[src/rtl/stepper_phase_decoder.sv]
// rtl/stepper_phase_decoder.sv - half-step coil bus monitor: phase, direction, position, faults.
// Define STEPPER_DEC_FILTER_EN to insert the STABLE_CYCLES stability filter after the synchronizer.
module stepper_phase_decoder #(
  parameter int POS_W         = 16,
  parameter int STABLE_CYCLES = 4
) (
  input  logic             clk,
  input  logic             reset,
  input  logic [3:0]       coil_in,
  input  logic             clear,
  output logic [POS_W-1:0] position,
  output logic             dir,
  output logic             step_pulse,
  output logic [2:0]       phase_idx,
  output logic             locked,
  output logic             fault,
  output logic [1:0]       fault_code
);

  typedef enum logic [1:0] {S_UNLOCKED, S_LOCKED, S_FAULT} state_t;

  localparam logic [POS_W-1:0] POS_ONE = POS_W'(1);

  if (STABLE_CYCLES < 1 || STABLE_CYCLES > 255 || POS_W < 4) begin : g_bad_cfg
    $error("stepper_phase_decoder: unsupported parameter values");
  end

  logic [3:0] sync1, sync2;
  logic       acc;
  logic [3:0] acc_pat;

  always_ff @(posedge clk or negedge reset) begin
    if (!reset) begin
      sync1 <= '0;
      sync2 <= '0;
    end else begin
      sync1 <= coil_in;
      sync2 <= sync1;
    end
  end

`ifdef STEPPER_DEC_FILTER_EN
  localparam logic [7:0] STABLE = 8'(STABLE_CYCLES);
  logic [3:0] cand;
  logic [7:0] cnt;
  logic       done;

  // done blocks re-acceptance of a candidate that simply keeps holding
  assign acc     = (cnt == STABLE) && !done;
  assign acc_pat = cand;

  always_ff @(posedge clk or negedge reset) begin
    if (!reset) begin
      cand <= '0;
      cnt  <= '0;
      done <= 1'b0;
    end else if (clear) begin
      cand <= sync2;
      cnt  <= '0;
      done <= 1'b0;
    end else if (sync2 != cand) begin
      cand <= sync2;
      cnt  <= 8'd1;
      done <= 1'b0;
    end else begin
      if (cnt != STABLE) cnt <= cnt + 8'd1;
      if (acc) done <= 1'b1;
    end
  end
`else
  logic [3:0] prev;
  logic       pend;

  // pend forces re-acceptance of the held pattern on the cycle after a clear
  assign acc     = pend || (sync2 != prev);
  assign acc_pat = sync2;

  always_ff @(posedge clk or negedge reset) begin
    if (!reset) begin
      prev <= '0;
      pend <= 1'b0;
    end else begin
      prev <= sync2;
      pend <= clear;
    end
  end
`endif

  logic       pat_valid, pat_idle;
  logic [2:0] pat_idx;

  always_comb begin
    pat_valid = 1'b1;
    pat_idle  = 1'b0;
    pat_idx   = 3'd0;
    case (acc_pat)
      4'b0001: pat_idx = 3'd0;
      4'b0011: pat_idx = 3'd1;
      4'b0010: pat_idx = 3'd2;
      4'b0110: pat_idx = 3'd3;
      4'b0100: pat_idx = 3'd4;
      4'b1100: pat_idx = 3'd5;
      4'b1000: pat_idx = 3'd6;
      4'b1001: pat_idx = 3'd7;
      4'b0000: begin pat_valid = 1'b0; pat_idle = 1'b1; end
      default: pat_valid = 1'b0;
    endcase
  end

  state_t           state, state_n;
  logic [POS_W-1:0] pos_n;
  logic             dir_n, step_n;
  logic [2:0]       idx_n, delta;
  logic [1:0]       code_n;

  always_ff @(posedge clk or negedge reset) begin
    if (!reset) begin
      state      <= S_UNLOCKED;
      position   <= '0;
      dir        <= 1'b0;
      step_pulse <= 1'b0;
      phase_idx  <= '0;
      fault_code <= '0;
    end else begin
      state      <= state_n;
      position   <= pos_n;
      dir        <= dir_n;
      step_pulse <= step_n;
      phase_idx  <= idx_n;
      fault_code <= code_n;
    end
  end

  always_comb begin
    state_n = state;
    pos_n   = position;
    dir_n   = dir;
    step_n  = 1'b0;
    idx_n   = phase_idx;
    code_n  = fault_code;
    delta   = pat_idx - phase_idx;
    if (clear) begin
      state_n = S_UNLOCKED;
      pos_n   = '0;
      dir_n   = 1'b0;
      idx_n   = '0;
      code_n  = 2'b00;
    end else if (acc) begin
      case (state)
        S_UNLOCKED: begin
          if (pat_valid) begin
            idx_n   = pat_idx;
            state_n = S_LOCKED;
          end else if (!pat_idle) begin
            code_n  = 2'b10;
            state_n = S_FAULT;
          end
        end
        S_LOCKED: begin
          if (pat_valid) begin
            if (delta == 3'd1) begin
              pos_n  = position + POS_ONE;
              dir_n  = 1'b1;
              step_n = 1'b1;
              idx_n  = pat_idx;
            end else if (delta == 3'd7) begin
              pos_n  = position - POS_ONE;
              dir_n  = 1'b0;
              step_n = 1'b1;
              idx_n  = pat_idx;
            end else if (delta != 3'd0) begin
              code_n  = 2'b01;
              state_n = S_FAULT;
            end
          end else if (!pat_idle) begin
            code_n  = 2'b10;
            state_n = S_FAULT;
          end
        end
        default: ;
      endcase
    end
  end

  assign locked = (state == S_LOCKED);
  assign fault  = (state == S_FAULT);

endmodule

[config.mk]
export PLATFORM = sky130hd
export DESIGN_NAME = stepper_phase_decoder
export DESIGN_NICKNAME = d
export VERILOG_FILES = /design/src/rtl/stepper_phase_decoder.sv
export SDC_FILE = /design/constraint.sdc
export NUM_CORES = 1
export LEC_CHECK = 0
export CELL_PAD_IN_SITES_DETAIL_PLACEMENT = 1
export CELL_PAD_IN_SITES_GLOBAL_PLACEMENT = 1
export CORE_MARGIN = 2
export CORE_UTILIZATION = 30
export DETAILED_ROUTE_END_ITERATION = 10
export HOLD_SLACK_MARGIN = 0.05
export PLACE_DENSITY_LB_ADDON = 0.1
export SYNTH_ARGS = -nofsm -noshare
export SYNTH_HDL_FRONTEND = slang
export SYNTH_SLANG_ARGS = --single-unit
[constraint.sdc]
create_clock -name clk -period 5.9 [get_ports clk]
set_input_delay 1.18 -clock clk [delete_from_list [all_inputs] [get_ports clk]]
set_output_delay 1.18 -clock clk [all_outputs]
set_load 0.05 [all_outputs]
# [Word-level counts from Yosys, hierarchy flattened]
# Cells that the tools add are included.
[totals] reg_bits=38 elab_cells=93 in_bits=7
[classes] add_sub_neg=3 eq_ne=20 mux=46 reduce_logical=14
[ops] op="$mux 16" count=6
[ops] op="$mux 2" count=16
[ops] op="$pmux 3 s7" count=1
[ops] op="$mux 3" count=6
[ops] op="$add 16x1->16 const B" count=1
[ops] op="$sub 16x1->16 const B" count=1
[ops] op="$mux 1" count=14
[ops] op="$eq 4x4->1 const B" count=3
[ops] op="$reduce_and 5->1" count=2
[ops] op="$reduce_bool 3->1" count=3
[ops] op="$eq 4x2->1 const B" count=2
[ops] op="$eq 4x3->1 const B" count=2
[ops] op="$ne 4x4->1 const B" count=2
[ops] op="$pmux 2 s2" count=2
[ops] op="$reduce_or 8->1" count=1
[ops] op="$ne 3x3->1 const B" count=2
[ops] op="$pmux 3 s2" count=1
[ops] op="$reduce_and 6->1" count=1
[ops] op="$reduce_bool 2->1" count=3
[ops] op="$eq 4x1->1 const B" count=1
[ops] op="$logic_not 4->1" count=1
[ops] op="$ne 4x2->1 const B" count=1
[ops] op="$ne 4x3->1 const B" count=1
[ops] op="$ne 4x4->1" count=1
[ops] op="9 further kinds" count=9

# [Longest topological paths before layout]
[logic_depth] ltp_word=11 ltp_mapped=17

# [Worst setup path before layout]
# Ideal clock, no wire load.
[synth_timing] path_kind="register to register" startpoint="reg sync2[1], in the netlist acc_pat[1]" endpoint="reg position[9]" setup_slack_ps=2128 arrival_ps=3668 t_required_ps=5796 stages_incl_launch_ff=17 cell_sequence="dfrtp_1 -> buf_2 -> xor2_1 -> nand2_1 -> ha_1 -> inv_1 -> fa_1 -> xnor2_1 -> xnor2_1 -> nand2_1 -> ha_1 -> a21oi_1 -> nand2_1 -> or2_2 -> a21boi_0 -> o21ai_0 -> o311ai_1"
[synth_between] elab_chain_cells=9 elab_cells_between_ends=25 cone_classes="add/sub (1); eq/ne (11); mux (7); reduce/logical (6)"
[synth_lines] element="start, declared" line="28" text="logic [3:0] sync1, sync2;"
[synth_lines] element="start signal, assigned" line="38" text="sync2 <= sync1;"
[synth_lines] element="$eq 4x4->1, or another cell as far along" line="96" text="case (acc_pat)"
[synth_lines] element="$pmux 3 s7" line="96"
[synth_lines] element="$sub 3x3->3" line="141" text="delta = pat_idx - phase_idx;"
[synth_lines] element="$eq 3x1->1" line="161" text="if (delta == 3'd1) begin"
[synth_lines] element="$mux 16" line="161"
[synth_lines] element="$mux 16" line="160" text="if (pat_valid) begin"
[synth_lines] element="$mux 16" line="149" text="case (state)"
[synth_lines] element="$mux 16" line="148" text="end else if (acc) begin"
[synth_lines] element="$mux 16" line="142" text="if (clear) begin"
[synth_lines] element="end signal, assigned" line="126" text="position <= pos_n;"
[synth_lines] element="end, declared" line="11" text="output logic [POS_W-1:0] position,"
# Parallel ways exist; a longest one is shown, timed or not. The select of a mux whose other input is x is not followed.
# A chain may end at the register's enable or synchronous reset.

# [Final worst setup path]
[layout_timing] startpoint="reg sync2[1], in the netlist acc_pat[1]" endpoint="reg position[15]"
# The elaborated chain is that of the path after synthesis.

==> results.toml <==
[timing]
finalSetupViolCount = 0
final.min_clock_period_ps = 4360
final-max-slew-violation-count = 0
setup_slack_ps = 1540
fmax_mhz = 229
worst_slew_pin_slew_ps = 886
maxSlewHeadroom = 0.409
rsz0062_at_grt = "false"
timing.final.crit_share = 0.739
setup_total_negative_slack_ps = 0
report.final.hold_viol_count = 0
skew_ps = 9.00

[floorplanning]
ios = 32
die_h_um = 92.2
initial_util = 0.305
core_ar_mm2 = 0.00765
die_width_um = 92.2
die_area_mm2 = 0.00850
floorplan.rows = 32

[synthesis]
post_synth.cell_area_avg_um2 = 9.44
most_frequent_cell_after_synthesis = "dfrtp_1"
postSynthNetCount = 273
synth-edff-count = 0
synthesis.yosys.warnings = 0
yosys_register_bits = 38
synth_seq_area_share = 0.408
synthDominantAreaCellType = "dfrtp_1"
synth-main-ff-cell = "dfrtp_1"
synth_area_leaders = "dfrtp_1 41%, ha_1 9.1%, nor2_1 5.8%, a21oi_1 5.2%, xnor2_1 4.1%"
ys_types = 53
ys_async_sr_fraction = 1.00
number_of_instances_in_the_synthesized_netlist = 247
synth_top_cells_by_count = "38 x dfrtp_1, 36 x nor2_1, 24 x a21oi_1"
synth_area_mm2 = 0.00233
synth.top_cell.area_share = 0.408

[worst_setup_path]
worst_r2r_startpoint = "acc_pat[1]"
cp-end-kind = "flip-flop"
reg2regPathDepth = 16
cp_data_arrival_time_ps = 4590
crit_start = "acc_pat[1]"
reg2reg_slack_ps = 1540
max_fanout_on_critical_path = 19
timing.rr.end = "position[15]"
worst_setup_path_endpoint = "position[15]"
crit_required_ps = 6130
launching_element_type_of_the_critical_path = "flip-flop"
path_class = "reg -> reg"

[detailed_routing]
vias = 1869
met3WireLength_um = 123
avgViaCountPerCell = 4.91
drt_drc_violations_left = 0
routed_wire_length_per_instance_um = 15.1
met2_length_um = 2740
wirelength_met1_um = 2840
detail-route-antenna-nets = 0
drt-initial-drc-count = 39
detail_route.first_pass.iterations = 4
total_wirelength_um = 5770
top_layer = "met4"

[cts]
cts_hold_repair.buffers = 0
post_cts.resized_instances = 0
clock_buffers_created_by_tritoncts = 5
clkSinkCount = 38
clock_transition_at_the_registers_of_the_reported_paths_ps = 90
clk-insertion-delay-late_ps = 300
clock-root-buffer = "clkbuf_8"
cts_htree_levels = 2
cts-root-to-sink-buffers = 2
cts.repair_timing.setup_buffer_count = 0
tritoncts_clock_tree = "done"

[global_route]
pin_count_of_the_biggest_net_entering_global_routing = 39
antenna_found_initial = 0
via_count_of_the_first_global_routing_pass = 1951
wire_length_of_the_first_global_routing_pass_um = 9890
globalRouteTotalUtil = 0.146
globalRoute.totalOverflow = 0

[power_and_ir_drop]
design_power_total_w = 0.000771
total_leakage_power_nw = 1.22
worst_ir_drop_vdd_v = 0.000116
pwr_density_cell_mw_per_mm2 = 272

[finish]
design.final.nets = 304
antenna-diode-count = 0
final_design_utilization = 0.372
final_layout_size_suffix_gt1_frac = 0.0609
area_growth_pct = 21.8

[place]
dpl_worst_slack_ps = 1550
place_hpwl_um = 4080
gpl.final_weighted_congestion = 0.792
io_buffer_count = 31

[flow_run]
maxCapViolCount = 0

[min_path]
path_class_of_the_lowest_slack_min_delay_path = "reg -> reg"

[outcome]
status = "finished, final reports clean"
## routing by layer
metal	track usage	vias to the layer above
met3	0.0222	6
met5	0	-
met2	0.246	26
li1	-	931
met1	0.197	906
met4	0.0373	0
## worst min path at each step
| stage | from | to | slack, ps | cells past startpoint |
|---|---|---|---|---|
| after floorplan | sync1[0] | acc_pat[0] | 330 | 0 |
| after global placement | sync1[2] | acc_pat[2] | 340 | 0 |
| after detailed placement | sync1[2] | acc_pat[2] | 340 | 0 |
| after CTS | sync1[2] | acc_pat[2] | 360 | 0 |
| after global routing | sync1[2] | acc_pat[2] | 360 | 0 |
| final | sync1[2] | acc_pat[2] | 360 | 0 |
## power by group
part	switching [W]	internal [W]
registers	0.0000115	0.000273
logic	0.000153	0.000102
clock network	0.000106	0.000126
total	0.000271	0.000501
## kinds of logic after synthesis
group / count (synthesis) / share of synthesized area
AO/OA/AOI/OAI: 58 / 0.163
adder cells (fa/ha/maj): 19 / 0.108
AND/OR/NAND/NOR: 84 / 0.162
flip-flops: 38 / 0.408
XOR/XNOR: 21 / 0.0848
buffers and inverters: 19 / 0.0392
multiplexers: 8 / 0.0349
## flip-flops by register name, indices dropped and copies added (netlist names)
| signal | cells |
|---|---|
| acc_pat | 4 |
| dir | 1 |
| fault_code | 2 |
| pend | 1 |
| phase_idx | 3 |
| position | 16 |
| prev | 4 |
| state | 2 |
| step_pulse | 1 |
| sync1 | 4 |
## cell type report
| class | instances | area (um2) |
|---|---|---|
| inverters | 11 | 46.3 |
| well taps | 102 | 128 |
| flip-flops and latches | 38 | 951 |
| repair buffers | 32 | 313 |
| fillers | 888 | 4810 |
| multi-input cells | 190 | 1290 |
| clock inverters | 3 | 45.0 |
| clock buffers | 5 | 68.8 |
## stage by stage
step	instance area, um2	std cells	hold WS (ps)
final	2840	381	358
after CTS	2840	381	362
after global placement	2730	373	341
after floorplan	2330	247	331
after global routing	2840	381	364
after detailed placement	2730	373	342
## critical path: stages, from the launching register on
cell and delay (ps):
dfrtp_1 490, xor2_1 200, nand2_1 110, ha_1 140, inv_1 40, fa_1 370
xnor2_1 240, xnor2_1 200, nand2_1 540, ha_1 610, a21oi_1 150, nand2_1 70
o211ai_1 350, a22oi_1 150, xnor2_1 160, or3_1 330, a21oi_1 140
## placed cells by master, fill, tap and decap left out, drive strengths merged, types with 7 or more instances in the layout
master	n
inv	11
ha	17
a21oi	25
clkdlybuf4s50	30
dfrtp	38
xor2	9
nand2	20
nand3	9
nor2	36
o21ai	8
xnor2	11
mux2i	7
No activity file was read; power rests on OpenSTA's default activity.
